File: src/rtl/instr_loader_pkg.sv
// Shared types and defaults for the instruction loader: FSM encoding, frame header, store geometry.
package instr_loader_pkg;

  typedef enum logic [2:0] {
    S_IDLE  = 3'd0,
    S_COUNT = 3'd1,
    S_HI    = 3'd2,
    S_LO    = 3'd3,
    S_CHK   = 3'd4,
    S_RUN   = 3'd5
  } state_t;

  localparam logic [7:0] HDR_BYTE   = 8'hA5;
  localparam int         DEPTH_DEF  = 64;
  localparam int         ADDR_W_DEF = 6;

endpackage

File: src/rtl/instr_loader_ram.sv
// Instruction store: DEPTH x 16, synchronous write, zero-latency asynchronous read.
// No reset on the array; stale words are masked by the loader, not cleared.
module instr_ram
  import instr_loader_pkg::*;
#(
  parameter int DEPTH  = DEPTH_DEF,
  parameter int ADDR_W = ADDR_W_DEF
) (
  input  logic              clk,
  input  logic              we,
  input  logic [ADDR_W-1:0] waddr,
  input  logic [15:0]       wdata,
  input  logic [ADDR_W-1:0] raddr,
  output logic [15:0]       rdata
);

  logic [15:0] mem [DEPTH];

  always_ff @(posedge clk) begin
    if (we) mem[waddr] <= wdata;
  end

  assign rdata = mem[raddr];

endmodule

File: src/rtl/instr_loader.sv
// Framed byte-stream loader into the instruction store; holds the CPU in reset until a checksummed image is resident.
// Fetch is combinational; rx_ready drops only in RUN unless INSTR_LOADER_RELOAD_EN allows a new header there.
module instr_loader
  import instr_loader_pkg::*;
#(
  parameter int         DEPTH  = DEPTH_DEF,
  parameter int         ADDR_W = ADDR_W_DEF,
  parameter logic [7:0] HDR    = HDR_BYTE
) (
  input  logic              clk_main,
  input  logic              reset,
  input  logic              rx_valid,
  input  logic [7:0]        rx_data,
  output logic              rx_ready,
  input  logic [ADDR_W-1:0] PC,
  output logic [15:0]       InstructOut,
  output logic              cpu_reset,
  output logic              load_done,
  output logic              load_err
);

  localparam logic [8:0] DEPTH_B = 9'(DEPTH);

  state_t            state_q, state_d;
  // One extra bit so a full-depth frame's final address does not wrap to zero.
  logic [ADDR_W:0]   addr_q, addr_d, count_q, count_d, wv_q, wv_d, addr_inc;
  logic [7:0]        chk_q, chk_d, hi_q, hi_d;
  logic              crst_q, crst_d, done_q, done_d, err_q, err_d;
  logic              we;
  logic [15:0]       rdata;

  assign addr_inc = addr_q + (ADDR_W+1)'(1);

  always_comb begin
    state_d = state_q;
    addr_d  = addr_q;
    count_d = count_q;
    wv_d    = wv_q;
    chk_d   = chk_q;
    hi_d    = hi_q;
    crst_d  = crst_q;
    done_d  = done_q;
    err_d   = err_q;
    we      = 1'b0;
`ifdef INSTR_LOADER_RELOAD_EN
    rx_ready = 1'b1;
`else
    rx_ready = (state_q != S_RUN);
`endif
    if (rx_valid && rx_ready) begin
      case (state_q)
        S_IDLE: begin
          if (rx_data == HDR) begin
            state_d = S_COUNT;
            err_d   = 1'b0;
            addr_d  = '0;
            chk_d   = '0;
            wv_d    = '0;
          end
        end
        S_COUNT: begin
          if (rx_data == 8'h00 || {1'b0, rx_data} > DEPTH_B) begin
            state_d = S_IDLE;
            err_d   = 1'b1;
          end else begin
            count_d = rx_data[ADDR_W:0];
            state_d = S_HI;
          end
        end
        S_HI: begin
          hi_d    = rx_data;
          chk_d   = chk_q ^ rx_data;
          state_d = S_LO;
        end
        S_LO: begin
          we      = 1'b1;
          chk_d   = chk_q ^ rx_data;
          addr_d  = addr_inc;
          state_d = (addr_inc == count_q) ? S_CHK : S_HI;
        end
        S_CHK: begin
          if (rx_data == chk_q) begin
            state_d = S_RUN;
            wv_d    = count_q;
            crst_d  = 1'b0;
            done_d  = 1'b1;
          end else begin
            state_d = S_IDLE;
            err_d   = 1'b1;
          end
        end
        S_RUN: begin
`ifdef INSTR_LOADER_RELOAD_EN
          // A new header invalidates the running image and re-enters the header path directly.
          if (rx_data == HDR) begin
            crst_d  = 1'b1;
            done_d  = 1'b0;
            state_d = S_COUNT;
            err_d   = 1'b0;
            addr_d  = '0;
            chk_d   = '0;
            wv_d    = '0;
          end
`endif
        end
        default: state_d = S_IDLE;
      endcase
    end
  end

  always_ff @(posedge clk_main or posedge reset) begin
    if (reset) begin
      state_q <= S_IDLE;
      addr_q  <= '0;
      count_q <= '0;
      wv_q    <= '0;
      chk_q   <= '0;
      hi_q    <= '0;
      crst_q  <= 1'b1;
      done_q  <= 1'b0;
      err_q   <= 1'b0;
    end else begin
      state_q <= state_d;
      addr_q  <= addr_d;
      count_q <= count_d;
      wv_q    <= wv_d;
      chk_q   <= chk_d;
      hi_q    <= hi_d;
      crst_q  <= crst_d;
      done_q  <= done_d;
      err_q   <= err_d;
    end
  end

  instr_ram #(.DEPTH(DEPTH), .ADDR_W(ADDR_W)) u_ram (
    .clk   (clk_main),
    .we    (we),
    .waddr (addr_q[ADDR_W-1:0]),
    .wdata ({hi_q, rx_data}),
    .raddr (PC),
    .rdata (rdata)
  );

  assign InstructOut = ({1'b0, PC} < wv_q) ? rdata : 16'h0000;
  assign cpu_reset   = crst_q;
  assign load_done   = done_q;
  assign load_err    = err_q;

endmodule
File: config.mk
export PLATFORM = sky130hd
export DESIGN_NAME = instr_loader
export DESIGN_NICKNAME = d
export VERILOG_FILES = /design/src/rtl/instr_loader_pkg.sv /design/src/rtl/instr_loader_ram.sv /design/src/rtl/instr_loader.sv
export SDC_FILE = /design/constraint.sdc
export NUM_CORES = 1
export LEC_CHECK = 0
export CORE_ASPECT_RATIO = 0.6
export CORE_MARGIN = 2
export CORE_UTILIZATION = 64
export CTS_BUF_LIST = sky130_fd_sc_hd__clkbuf_2 sky130_fd_sc_hd__clkbuf_4 sky130_fd_sc_hd__clkbuf_8
export CTS_CLUSTER_DIAMETER = 40
export DETAILED_ROUTE_END_ITERATION = 10
export PLACE_DENSITY = 0.85
export SLEW_MARGIN = 5
export SYNTH_ARGS = -nofsm -noshare
export SYNTH_HDL_FRONTEND = slang
export SYNTH_SLANG_ARGS = --single-unit
File: constraint.sdc
create_clock -name clk_main -period 4.5 [get_ports clk_main]
set_clock_uncertainty 0.05 [all_clocks]
set_input_delay 1.125 -clock clk_main [delete_from_list [all_inputs] [get_ports clk_main]]
set_output_delay 1.125 -clock clk_main [all_outputs]
set_load 0.01 [all_outputs]
# ---- Word-level counts from Yosys, hierarchy flattened
# Memories as Yosys holds them, arrays and structs flattened.
# Cells that the tools add are included.
dict set report word_totals {
  n_memories 1
  input_bits 17
  out_inout_bits 20
  reg_bits 43
  mem_bits_rw 1024
}
dict set report classes {
  addsub 1
  magnitude_cmp 2
  reduce_logical 17
  n_eq_ne 13
  n_bitwise 3
  mux 20
}
# memory depth word_bits read_ports rd_clocked_by_memory_dff wr line_no
set mem_list {}
lappend mem_list {u_ram.mem 64 16 1 0 1 instr_loader_ram.sv:17} ;# logic [15:0] mem [DEPTH];
# op n
set op_table {}
lappend op_table {{7-bit one-hot mux with 2 select lines} 2}
lappend op_table {{3-bit one-hot mux with 6 select lines} 1}
lappend op_table {{16-bit 2-to-1 mux} 1}
lappend op_table {{8-bit one-hot mux with 2 select lines} 1}
lappend op_table {{3-bit AND reduction} 5}
lappend op_table {{7-bit 2-to-1 mux} 2}
lappend op_table {{3-bit 2-to-1 mux} 3}
lappend op_table {{8-bit equality test} 1}
lappend op_table {{8-bit equality test (second input constant)} 1}
lappend op_table {{8-bit by 7-bit > comparator with 1-bit output (second input constant)} 1}
lappend op_table {{8-bit logical NOT} 1}
lappend op_table {{8-bit 2-to-1 mux} 1}
lappend op_table {{2-bit != test (second input constant)} 4}
lappend op_table {{8-bit XOR} 1}
lappend op_table {{7-bit by 1-bit adder with 7-bit output (second input constant)} 1}
lappend op_table {{7-bit equality test} 1}
lappend op_table {{6-bit by 7-bit less-than comparator with 1-bit output} 1}
lappend op_table {{1-bit 2-to-1 mux} 7}
lappend op_table {{3-bit by 2-bit equality test with 1-bit output (second input constant)} 2}
lappend op_table {{3-bit equality test (second input constant)} 2}
lappend op_table {{2-bit nonzero test} 3}
lappend op_table {{5-bit AND reduction} 1}
lappend op_table {{4-bit AND reduction} 1}
lappend op_table {{3-bit by 1-bit equality test with 1-bit output (second input constant)} 1}
lappend op_table {{10 further kinds} 11}

# ---- Longest topological paths before layout
# Gate-level depths: netlist of the first run.
dict set report logic_depth {
  depth_word 5
  mapped_depth 9
}

# ---- Hierarchy
# Synthesis of the first run repeated with hierarchy kept, for this count alone.
dict set report unflattened {
  cells_unflattened 2080
  hier_area_um2 42334.4
}
# mod cells_per_inst n_inst area_each_um2
set modules_own_cells {}
lappend modules_own_cells {instr_ram 1813 1 39721.8}
lappend modules_own_cells {instr_loader 267 1 2612.5}

# ---- Worst setup path before layout of the first run
# No wires, ideal clock.
dict set report synth_timing {
  path_type {input to output}
  startpoint {in PC[4]}
  endpoint {out InstructOut[12]}
  cell_stages 7
  slack_ns 0.403
  t_arrival_ns 2.922
  path_cell_list {ha_1 a21o_1 a21o_1 a221oi_4 buf_6 or4b_1 nand4_1}
}
dict set report synth_via {
  elab_chain_len 2
  elab_cells_between_ends 3
}
# element line_no
set synth_rtl {}
lappend synth_rtl {{start, declared} instr_loader.sv:15} ;# input logic [ADDR_W-1:0] PC,
lappend synth_rtl {{memory read 64 x 16 bit or 6-bit by 7-bit less-than comparator with 1-bit output (tied branches)} -}
lappend synth_rtl {{16-bit 2-to-1 mux *} instr_loader.sv:144} ;# assign InstructOut = ({1'b0, PC} < wv_q) ? rdata : 16'h0000;
lappend synth_rtl {{end, declared} instr_loader.sv:16} ;# output logic [15:0] InstructOut,
# Every way passes the cells marked *; elsewhere a longest branch is shown, timed or not.

# ---- Worst setup path in the final report of the first run
dict set report layout_timing {
  startpoint {in PC[4]}
  endpoint {out InstructOut[6]}
}
# Same word-level chain as after synthesis.

==> results of run 1 <==
==> flip-flops by register name, summed over array words and instances, names as in the netlist <==
register   flops
addr_q         7
chk_q          8
u_ram.mem   1024
count_q        7
load_err       1
hi_q           8
wv_q           7
load_done      1
state_q        3
cpu_reset      1
==> routing by layer <==
| layer | vias up | share of wire, % | wire, µm |
|---|---|---|---|
| met4 | 4 | 4.0 | 4290 |
| li1 | 8903 | - | - |
| met3 | 269 | 14 | 15500 |
| met2 | 1916 | 46 | 49300 |
| met5 | - | 0.020 | 22 |
| met1 | 11541 | 36 | 38300 |
==> through the flow <==
stage	worst slack, ns	hold WS (ns)	instance area (µm²)	utilization [%]	instances
4_1_cts	0.00287	0.442	47500	73.9	3243
3_3_place_gp	-0.564	0.410	44700	69.5	2989
2_1_floorplan	0.403	0.418	41500	-	1970
6_report	0.0538	0.431	47500	73.9	3248
5_1_grt	-0.00759	0.466	47500	73.9	3244
3_5_place_dp	-0.604	0.431	44700	69.5	2989
==> area by class of cell <==
class	count	share of cell area (%)
clock buffers	199	5.12
inverters	12	0.0947
flip-flops and latches	1067	67.0
well taps	851	2.24
multi-input cells	784	19.5
clock inverters	50	0.547
repair buffers	280	5.53
diodes	5	0.0263
==> Yosys cell counts (5+ instances only) <==
| cell | instances | area [µm²] |
|---|---|---|
| nand3b_1 | 19 | 143 |
| xnor2_1 | 9 | 78.8 |
| nand2b_1 | 15 | 93.8 |
| o22a_1 | 5 | 43.8 |
| buf_4 | 15 | 113 |
| mux4_2 | 256 | 5770 |
| mux2_2 | 15 | 169 |
| o22ai_1 | 60 | 375 |
| mux2i_1 | 37 | 370 |
| o31ai_1 | 5 | 37.5 |
| buf_1 | 11 | 41.3 |
| edfxtp_1 | 1024 | 30700 |
| o21ai_0 | 30 | 150 |
| ha_1 | 6 | 75.1 |
| clkbuf_1 | 46 | 173 |
| o21ai_1 | 19 | 95.1 |
| xor2_1 | 5 | 43.8 |
| a21oi_1 | 16 | 80.1 |
| nand3_1 | 48 | 240 |
| a211oi_1 | 5 | 37.5 |
| nor2b_1 | 10 | 62.6 |
| buf_2 | 34 | 170 |
| a22o_1 | 7 | 61.3 |
| or4b_1 | 12 | 120 |
| dfrtp_1 | 42 | 1050 |
| a22oi_1 | 24 | 180 |
| nand2_1 | 18 | 67.6 |
| or3_1 | 7 | 43.8 |
| nor2_1 | 100 | 375 |
| inv_1 | 12 | 45.0 |
| a31oi_1 | 5 | 31.3 |
| nand4_1 | 14 | 87.6 |
==> worst register-to-register path: stages, from the launching register on <==
cell and delay, ns:
dfrtp_1 0.63, nand2_1 0.14, nor3_1 0.53, nand3_1 0.24
buf_4 0.27, nor2_1 0.39, buf_4 0.32
==> final timing paths <==
kind,start,end,depth (start not counted)
worst max-delay path,PC[4],InstructOut[6],10
worst min-delay path,load_done,load_done,1
worst max register to register,state_q[0],u_ram.mem[9][13],6
worst min register to register,load_done,load_done,1
max in group asynchronous,reset,hi_q[2],3
min in group asynchronous,reset,count_q[5],3
==> timing repair <==
action / 4_1_cts / 5_1_grt
endpoints found under the setup margin: 16 / 16
resized for setup: 46 / 36
cloned: 3 / 0
pin swaps: 3 / 6
setup buffers: 2 / 0
endpoints found under the hold margin: 0 / 0
==> power by group through the flow <==
stage                     Sequential, mW  Combinational, mW  Clock, mW
after floorplan                     12.6               1.09          0
after global placement              12.5               2.24          0
after detailed placement            12.6               2.38          0
after CTS                           12.4               2.40       7.08
after global routing                12.5               2.58       7.50
final                               12.4               2.46       7.06
==> cells by family (layout without fill, tap and decap cells) <==
family / after synthesis / in the layout / synth area share (%)
muxes: 308 / 308 / 15.2
DFF: 1067 / 1067 / 76.6
other: 0 / 5 / 0
buffers and inverters: 119 / 541 / 1.33
xor gates and xnor gates: 14 / 14 / 0.295
AOI/OAI and AO/OA: 190 / 190 / 2.99
and+or+nand+nor: 266 / 266 / 3.43
adders and majority gates: 6 / 6 / 0.181
==> impl_metrics.py, run 1 <==
metrics = {
    "run_status": {
        "status": "finished, final reports clean",
    },
    "yosys": {
        "netlist_area_um2": 41500,
        "avgSynthCellArea_um2": 21.1,
        "ys_warn_count": 0,
        "synth_nets": 1993,
        "syn_inst": 1970,
        "synth_ff_type": "edfxtp_1",
        "ys_ff_latch": 1067,
        "synthArstFlopShare_pct": 4.03,
        "synth_cell_type_count": 60,
        "synth_edf_count": 1024,
        "yosysSeqAreaShare_pct": 76.6,
    },
    "sta": {
        "setup_viol": 0,
        "relSlewSlack_pct": 10.8,
        "timing.setup.tns_ns": 0,
        "tightestPinTransition_ns": 1.34,
        "slew_violations": 0,
        "period_needed_ns": 4.45,
        "finalCritPeriodShare_pct": 98.8,
        "max_freq_mhz": 225,
        "final_hold_viol_count": 0,
    },
    "critical_path": {
        "cp-end-kind": "output pin",
        "critPathBufInv": 4,
        "reg2reg_slack_ns": 1.62,
        "critPathArrivalTime_ns": 3.27,
        "crit_type": "input pin to output pin",
        "required_ns": 3.32,
        "path_cells": "buf_4, ha_4, a21o_1, a21o_1, a221oi_4, buf_12, buf_12, or4b_1, nand4_1, clkbuf_2",
        "crit_family": "compound AO/OA/AOI/OAI gates",
        "worst-path-max-fanout": 7,
        "max_stage_delay_ns": 0.43,
        "start_kind": "input pin",
        "critPathSlowestCell": "or4b_1",
    },
    "placed_design": {
        "dp.final_hpwl_um": 65700,
        "gp_congestion": 0.920,
        "port_buffers": 36,
    },
    "power_and_ir_drop": {
        "switching_share_pct": 26.1,
        "peakVddDrop_mv": 0.378,
        "power.density_nw_per_um2": 462,
        "power.static_leakage_nw": 15.5,
        "power_mw": 21.9,
        "pwr-share-clk_pct": 32.2,
        "seqPwrFrac_pct": 56.6,
        "combPwrFrac_pct": 11.2,
        "internal_power_mw": 16.2,
        "switching_power_mw": 5.73,
    },
    "clock_network": {
        "h-tree-depth": 4,
        "worstSkewPairLatency_ns": 0.77,
        "numClockSinks": 1067,
        "cts-root-buf": "clkbuf_8",
        "clk_pin_slew_ns": 0.06,
        "clockBufferDepth": 3,
        "cts_hold_buf": 0,
        "cts_buffers": 142,
        "cts_tree": "built",
    },
    "final_layout": {
        "drive_gt1_share_pct": 33.4,
        "layout.area.seq_um2": 31800,
        "nets": 2310,
        "multiInputGateArea_um2": 9270,
        "mostFrequentLayoutCells": "edfxtp_1 (1,024), mux4_2 (256), buf_4 (203), clkbuf_8 (151), nor2_1 (99)",
        "final_common_cell": "edfxtp_1",
        "fillers": 3264,
        "synthToLayoutAreaGrowth_pct": 14.4,
    },
    "global_routing": {
        "grt_usage_pct": 32.3,
        "grt_max_degree": 70,
        "grt.busiest_layer": "met2",
        "antenna_found_initial": 4,
        "grtUsageMet1_pct": 46.9,
        "grt_pass1_vias": 22560,
        "grt_overflow": 0,
        "grt_use_met2_pct": 47.5,
        "gr-usage-met3_pct": 9.39,
        "grt_pass1_wl_um": 153000,
    },
    "routing": {
        "vias": 22633,
        "dr.pass1.iters": 6,
        "detail_route.wl_per_cell_um": 33.1,
        "drt_iter0_drc": 3693,
        "ant_nets": 0,
        "vias_per_cell": 6.97,
        "drc_errors": 0,
        "wl_um": 107000,
    },
    "floorplanning": {
        "dieWidth_um": 333,
        "die_area_um2": 67000,
        "start_util_pct": 64.6,
        "core_area_um2": 64300,
        "ios": 37,
        "dieHeight_um": 201,
        "fp-row-count": 72,
    },
    "hold_path": {
        "worst_hold_path_type": "flop to flop",
    },
    "flow_run": {
        "cap_violations": 0,
    },
}
Power figures use the tool's default switching activity.
==> run 2: changes to the inputs <==
CELL_PAD_IN_SITES_DETAIL_PLACEMENT = 1   (was not set)
CELL_PAD_IN_SITES_GLOBAL_PLACEMENT = 1   (was not set)
CORE_UTILIZATION = 58   (was 64)
PLACE_DENSITY = 0.86   (was 0.85)
==> run 2 against run 1 <==
Effect of this change: the flow now finishes with violations (negative setup slack); routed wire length increased by 25%; count of clock-buffer cells in the layout increased by 1; register-to-register slack got worse by 0.18 ns; die area increased by 10%; combinational power increased by 8.5%; fmax decreased by 2.9%; final cell count increased by 3.2%; clock power increased by 11%; first-iteration DRC count increased by 13%; largest power group unchanged; highest routed layer unchanged.
==> impl_metrics.py, run 2 (synthesis results as in run 1) <==
metrics = {
    "run_status": {
        "violations": "negative setup slack",
        "status": "finished with violations",
    },
    "global_routing": {
        "antenna_found_initial": 6,
        "grt_pass1_vias": 24788,
        "grt_max_degree": 70,
        "grt_overflow": 0,
        "grt_usage_pct": 37.2,
        "grt_pass1_wl_um": 189000,
    },
    "floorplanning": {
        "dieWidth_um": 350,
        "fp-row-count": 75,
        "die_area_um2": 73900,
        "ios": 37,
        "start_util_pct": 59.0,
        "dieHeight_um": 211,
        "core_area_um2": 70400,
    },
    "clock_network": {
        "h-tree-depth": 4,
        "cts_tree": "built",
        "clockBufferDepth": 3,
        "cts_hold_buf": 0,
        "cts-root-buf": "clkbuf_8",
        "cts_buffers": 152,
        "worstSkewPairLatency_ns": 0.82,
        "numClockSinks": 1067,
        "clk_pin_slew_ns": 0.07,
    },
    "critical_path": {
        "required_ns": 3.32,
        "cp-end-kind": "output pin",
        "critPathArrivalTime_ns": 3.40,
        "worst-path-max-fanout": 5,
        "critPathSlowestCell": "a221oi_4",
        "crit_type": "input pin to output pin",
        "crit_family": "buffers and inverters",
        "max_stage_delay_ns": 0.34,
        "path_cells": "dlygate4sd2_1, ha_4, a21o_1, buf_4, a221oi_4, buf_12, nand3_2, o31ai_4, buf_6, clkdlybuf4s15_2",
        "r2r_start": "state_q[2]",
        "start_kind": "input pin",
        "startpoint": "PC[5]",
        "critPathBufInv": 5,
    },
    "routing": {
        "drt_iter0_drc": 4191,
        "dr.pass1.iters": 5,
        "highest_layer": "met5",
        "met2_length_um": 62600,
        "ant_nets": 0,
        "drc_errors": 0,
        "detail_route.wl_per_cell_um": 40.0,
        "wl_met3_um": 18300,
        "wl_met1_um": 46600,
        "wl_um": 134000,
        "vias": 24148,
        "vias_per_cell": 7.20,
    },
    "sta": {
        "period_needed_ns": 4.58,
        "tightestPinTransition_ns": 1.04,
        "rsz0062_at_grt": "yes",
        "relSlewSlack_pct": 30.7,
        "finalCritPeriodShare_pct": 102,
        "worst_slack_ns": -0.0785,
        "timing.setup.tns_ns": -0.302,
        "slew_violations": 0,
        "whs_ns": 0.437,
        "setup_viol": 7,
        "max_freq_mhz": 218,
        "final_hold_viol_count": 0,
    },
    "final_layout": {
        "largest_register": "u_ram.mem",
        "nets": 2335,
        "top_regs": "u_ram.mem (1024), chk_q (8), hi_q (8)",
        "design_area_um2": 48100,
        "drive_gt1_share_pct": 35.0,
        "utilization_pct": 68.4,
        "largest_register_ffs": 1024,
        "fillers": 5640,
        "synthToLayoutAreaGrowth_pct": 15.8,
        "mostFrequentLayoutCells": "edfxtp_1 (1,024), mux4_2 (256), buf_4 (219), clkbuf_8 (155), nor2_1 (99)",
        "final_cell_count_no_fill": 3353,
        "final_common_cell": "edfxtp_1",
    },
    "placed_design": {
        "dpl.cell_count": 3066,
        "post-place-ws_ns": -0.604,
        "dp.final_hpwl_um": 72100,
        "port_buffers": 36,
        "gp_congestion": 0.897,
        "postPlaceCellArea_um2": 44800,
    },
    "flow_run": {
        "cap_violations": 0,
    },
    "power_and_ir_drop": {
        "power_mw": 23.0,
        "peakVddDrop_mv": 0.318,
        "power.static_leakage_nw": 15.7,
        "power.density_nw_per_um2": 478,
    },
    "hold_path": {
        "worst_hold_path_type": "flop to flop",
        "min_from": "load_done",
    },
}
-- run 2: cell count changes in the layout (fill, tap and decap cells not counted), sizes merged, moves of 2 or more --
| cell | delta |
|---|---|
| inv | +8 |
| clkbuf | -10 |
| bufinv | +2 |
| diode | -2 |
| clkinv | +9 |
| buf | +26 |
-- run 2: final timing paths --
check                                         end  slack, ns  cells past startpoint
worst min-delay path                    load_done       0.44                      1
worst max-delay path               InstructOut[7]      -0.08                     10
max in group asynchronous                 hi_q[7]       2.96                      3
worst max register to register  u_ram.mem[12][14]       1.44                      6
worst min register to register          load_done       0.44                      1
min in group asynchronous                 hi_q[1]       0.66                      2
-- run 2: what timing repair did --
item | in CTS | in global routing
endpoints found under the setup margin | 16 | 14
setup buffers | 4 | 8
pin swaps | 15 | 2
cloned | 4 | 0
gates resized for setup | 106 | 14
-- run 2: routing by layer --
layer  up-vias  GRT usage [%]
met2      2231           57.6
met1     12474           49.4
met4         4           15.3
li1       8957              -
met5         -              0
met3       482           12.2
-- run 2: final cells by class --
type | count | area [µm²] | area share (%)
flip-flops and latches | 1067 | 31800 | 66.2
repair buffers | 295 | 2770 | 5.75
diodes | 3 | 7.51 | 0.0156
clock buffers | 200 | 2460 | 5.12
inverters | 12 | 45.0 | 0.0936
multi-input cells | 784 | 9400 | 19.5
well taps | 924 | 1160 | 2.40
clock inverters | 68 | 439 | 0.913
-- run 2: where the power goes --
group / switching, mW / internal (mW) / leakage (nW)
combinational: 1.84 / 0.827 / 4.46
clock: 4.10 / 3.74 / 1.54
sequential: 0.580 / 11.9 / 9.75
